<file path="config.mk">
export PLATFORM = sky130hd
export DESIGN_NAME = rv32_register_file
export DESIGN_NICKNAME = d
export VERILOG_FILES = /design/src/rtl/rv32_register_file.sv
export SDC_FILE = /design/constraint.sdc
export NUM_CORES = 2
export LEC_CHECK = 0
export CORE_MARGIN = 1
export CORE_UTILIZATION = 25
export CTS_BUF_LIST = sky130_fd_sc_hd__clkbuf_8
export DETAILED_ROUTE_END_ITERATION = 6
export MAX_ROUTING_LAYER = met4
export PLACE_DENSITY_LB_ADDON = 0.1
export SETUP_SLACK_MARGIN = 0.1
export SLEW_MARGIN = 20
export SYNTH_ARGS = -nofsm -noshare
export SYNTH_HDL_FRONTEND = slang
export SYNTH_SLANG_ARGS = --single-unit
</file>
<file path="constraint.sdc">
create_clock -name clk -period 7.2 [get_ports clk]
set_clock_uncertainty 0.1 [all_clocks]
set_input_delay 1.8 -clock clk [delete_from_list [all_inputs] [get_ports clk]]
set_output_delay 1.8 -clock clk [all_outputs]
set_load 0.01 [all_outputs]
</file>
<file path="src/rtl/rv32_register_file.sv">
// rv32_register_file: RV32I integer register file, 32 x 32-bit, one write port and
// two independent registered read ports. x0 is hardwired to zero.
// Optional feature macro: REGFILE_BYPASS_EN. When defined, a same-edge write and read of an
// equal nonzero index forwards wr_data to the read port (write-first). When undefined,
// the read returns the pre-write register content (read-first).
module rv32_register_file #(
  parameter int unsigned DATA_WIDTH  = 32,
  parameter int unsigned INDEX_WIDTH = 5
) (
  input  logic                   clk,
  input  logic                   reset,
  input  logic                   wr_en,
  input  logic [INDEX_WIDTH-1:0] wr_index,
  input  logic [DATA_WIDTH-1:0]  wr_data,
  input  logic                   rd_en1,
  input  logic [INDEX_WIDTH-1:0] rd_index1,
  input  logic                   rd_en2,
  input  logic [INDEX_WIDTH-1:0] rd_index2,
  output logic [DATA_WIDTH-1:0]  rd_data1,
  output logic [DATA_WIDTH-1:0]  rd_data2
);

  localparam int unsigned Depth = 2 ** INDEX_WIDTH;

  logic [DATA_WIDTH-1:0] regs_q [Depth];
  logic [DATA_WIDTH-1:0] regs_d [Depth];
  logic [DATA_WIDTH-1:0] rd_data1_q, rd_data1_d;
  logic [DATA_WIDTH-1:0] rd_data2_q, rd_data2_d;
  logic                  wr_active;

  // A write only takes effect for a nonzero destination; x0 writes are dropped.
  assign wr_active = wr_en && (wr_index != '0);

  // Next-state for the register array.
  always_comb begin
    for (int i = 0; i < Depth; i++) begin
      regs_d[i] = regs_q[i];
    end
    if (wr_active) begin
      regs_d[wr_index] = wr_data;
    end
    regs_d[0] = '0;
  end

  // Next-state for both read ports; a disabled port holds its last value.
  always_comb begin
    rd_data1_d = rd_data1_q;
    rd_data2_d = rd_data2_q;

    if (rd_en1) begin
      if (rd_index1 == '0) begin
        rd_data1_d = '0;
`ifdef REGFILE_BYPASS_EN
      end else if (wr_active && (wr_index == rd_index1)) begin
        rd_data1_d = wr_data;
`endif
      end else begin
        rd_data1_d = regs_q[rd_index1];
      end
    end

    if (rd_en2) begin
      if (rd_index2 == '0) begin
        rd_data2_d = '0;
`ifdef REGFILE_BYPASS_EN
      end else if (wr_active && (wr_index == rd_index2)) begin
        rd_data2_d = wr_data;
`endif
      end else begin
        rd_data2_d = regs_q[rd_index2];
      end
    end
  end

  // State update; synchronous reset wins over any write or read on the same edge.
  always_ff @(posedge clk) begin
    if (reset) begin
      for (int i = 0; i < Depth; i++) begin
        regs_q[i] <= '0;
      end
      rd_data1_q <= '0;
      rd_data2_q <= '0;
    end else begin
      for (int i = 0; i < Depth; i++) begin
        regs_q[i] <= regs_d[i];
      end
      rd_data1_q <= rd_data1_d;
      rd_data2_q <= rd_data2_d;
    end
  end

  assign rd_data1 = rd_data1_q;
  assign rd_data2 = rd_data2_q;

endmodule

</file>
==> results.cfg <==
[final_layout]
top_register = regs_q
nFillCells = 21900
syn_to_final_growth_pct = 15.2
fin_nets = 5908
drive_above_1_share_pct = 17.2
largest_register_ffs = 992
top_regs = regs_q (992)

[power_and_ir_drop]
p_leak_nw = 19.6
powerDensity_nw_per_um2 = 223
vdd_drop_max_mv = 0.161
total_power_w = 0.0135

[setup_path]
critPathLaunchType = flop
path_max_fanout = 33
max_stage_delay_ns = 0.68
critical_path.endpoint_type = output pin
path_class = flop to output pin
crit_required_ns = 5.30
critPathArrivalTime_ns = 2.91
slowest_stage = nor2b_1
crit_chain = nor2b_1 > clkdlybuf4s50_1

[clock_tree]
clkSlewWorstSetupHoldPaths_ns = 0.06
cts_sinks = 1058
cts_tree = done
postCtsSetupRepairBufs = 0
cts-root-buf = clkbuf_8
clk_latency_ns = 1.00
clock_path_buffers = 3
ctsHoldBuffers = 0
cts_buffers = 202
cts_resized = 0
htree_levels = 4

[sta]
fin_setup_tns_ns = 0
maxSlewHeadroom_pct = 16.6
max_freq_ghz = 0.208
tightestPinTransition_ns = 1.25
period_share_pct = 66.8
min_period_ns = 4.81
slew_violations = 0
worst_slack_ns = 2.39
grt_setup_unrepaired = no
finalHoldViolCount = 0
finalSetupViolCount = 0

[global_routing]
met2_usage_pct = 37.5
grt_max_degree = 174
grt_pass1_vias = 44400
busiest_layer = met2
grt.total_usage_pct = 25.0
grt.overflow.total = 0
grt.met1_usage_pct = 34.6
grt_pass1_wl_mm = 365
use_met3_pct = 4.20
antenna_found_initial = 18

[place]
port_buffers = 115
gp_congestion = 0.856
place_hpwl_mm = 165
post-place-ws_ns = 2.16

[min_path]
hold_path_class = flop to flop

[floorplan]
die_x_microns = 460
pin_count = 116
initial_core_util_pct = 25.2
dieArea_sq_um = 211000
num_rows = 167
core_area_sq_um = 208000
die-height_microns = 460

[synth]
syn_inst = 6003
ys.flop_type = dfxtp_1
synth-xor-area-share_pct = 0
synthDistinctLibCells = 45
avgSynthCellArea_sq_um = 8.73
synth_compound_area_share_pct = 14.6
synth_mux_area_share_pct = 22.3
synth-simple-area-share_pct = 17.8
synth_area_sq_um = 52400
ys_ff_latch = 1058
synth_fa_ha_area_share_pct = 0
async_flop_share_pct = 0
yosysWarnings = 0
synth_top_family_by_area = multiplexers
synth-seq-area-share_pct = 40.4
synth_nets = 6055
synth_edf_count = 0

[drt]
vias_per_cell = 5.30
drt_iter0_drc = 4829
routed_wl_mm = 262
drtPass1Iterations = 7
drc = 0
route.vias.total = 46700
routedWlPerCell_microns = 29.7
postRouteAntennaNets = 0

[status]
status = finished, final reports clean

[run]
maxCapViolCount = 0
[cell type report]
class / instances / area [sq um] / share of cell area, %
multi-input cells: 4330 / 29000 / 48.0
flip-flops and latches: 1058 / 21200 / 35.1
clock inverters: 97 / 569 / 0.943
clock buffers: 263 / 3620 / 5.99
well taps: 2788 / 3490 / 5.78
inverters: 1 / 3.75 / 0.00622
diodes: 8 / 20.0 / 0.0332
repair buffers: 263 / 2500 / 4.14
[per-stage QoR]
stage          instance area (sq um)  utilization (%)  hold WS (ns)  std cells
6_report                       60400             29.1         0.365       8808
5_1_grt                        60400             29.1         0.382       8806
4_1_cts                        60400             29.1         0.365       8800
3_5_place_dp                   56200             27.0         0.357       8440
3_3_place_gp                   56100             27.0         0.350       8437
2_1_floorplan                  52400                -         0.312       6003
[Yosys cell counts, drive strengths merged (19+ instances only)]
| master | number | area share [%] |
|---|---|---|
| nand2 | 2085 | 15 |
| dfxtp | 1058 | 40 |
| a21oi | 1031 | 9.8 |
| clkbuf | 457 | 3.3 |
| mux4 | 416 | 18 |
| buf | 157 | 1.7 |
| mux2i | 153 | 2.9 |
| nor2b | 100 | 1.2 |
| nor2 | 75 | 0.54 |
| mux2 | 72 | 1.5 |
| a221oi | 48 | 0.80 |
| a22oi | 47 | 0.67 |
| a211oi | 42 | 0.60 |
| o22ai | 27 | 0.32 |
| o221ai | 25 | 0.42 |
| nand3 | 21 | 0.20 |
| o21ai | 19 | 0.18 |
[path summary, 6_finish.rpt]
path	slack [ns]	from	endpoint	cells past startpoint
worst max register to register	4.75	regs_q[29][14]$_SDFFE_PP0P_	flop	5
worst max-delay path	2.39	flop	rd_data1[7]	2
worst min-delay path	0.37	regs_q[6][19]$_SDFFE_PP0P_	regs_q[6][19]$_SDFFE_PP0P_	2
worst min register to register	0.37	regs_q[6][19]$_SDFFE_PP0P_	regs_q[6][19]$_SDFFE_PP0P_	2
[power breakdown]
part,switching [W],internal [W]
registers,0.0000629,0.00592
logic,0.000826,0.000344
clock network,0.00295,0.00335
total,0.00384,0.00961
[cell families (layout without fill, tap and decap cells)]
logic type / count (synthesis) / after routing
and+or+nand+nor: 2353 / 2353
other: 0 / 8
DFF: 1058 / 1058
AOI/OAI and AO/OA: 1336 / 1336
buffers and inverters: 615 / 624
muxes: 641 / 641
[routing by layer]
layer / wire (microns) / vias up / part of all wire, %
li1: - / 20700 / -
met1: 120000 / 23900 / 46
met2: 117000 / 1781 / 45
met3: 17800 / 340 / 6.8
met4: 6380 / 0 / 2.4
met5: 0 / - / 0
[cells in the final DEF (no fill, tap or decap), types with 10 or more instances in the layout]
| cell type | n |
|---|---|
| nor2_4 | 29 |
| clkinv_2 | 10 |
| a221oi_1 | 48 |
| inv_1 | 70 |
| a32o_1 | 13 |
| a22o_1 | 18 |
| nand2_1 | 2054 |
| mux2_2 | 72 |
| nor3_1 | 16 |
| mux4_2 | 416 |
| o22ai_1 | 27 |
| clkbuf_8 | 264 |
| nor2_1 | 43 |
| buf_12 | 19 |
| buf_4 | 128 |
| nand2_2 | 30 |
| clkdlybuf4s50_1 | 94 |
| o21ai_0 | 19 |
| o211a_1 | 16 |
| nor2b_1 | 94 |
| o221ai_1 | 25 |
| nand3_1 | 21 |
| a221o_1 | 18 |
| a211oi_1 | 42 |
| mux2i_1 | 153 |
| o41ai_1 | 12 |
| a21oi_1 | 1031 |
| buf_2 | 13 |
| a22oi_1 | 47 |
| dfxtp_1 | 1056 |
[critical path: cells and delay by family (launching register included)]
kind / cells / cell delay (ns)
buffers and inverters: 1 / 0.66
AND/OR/NAND/NOR: 1 / 0.68
flip-flops: 1 / 0.57
No activity file was read; power rests on OpenSTA's default activity.
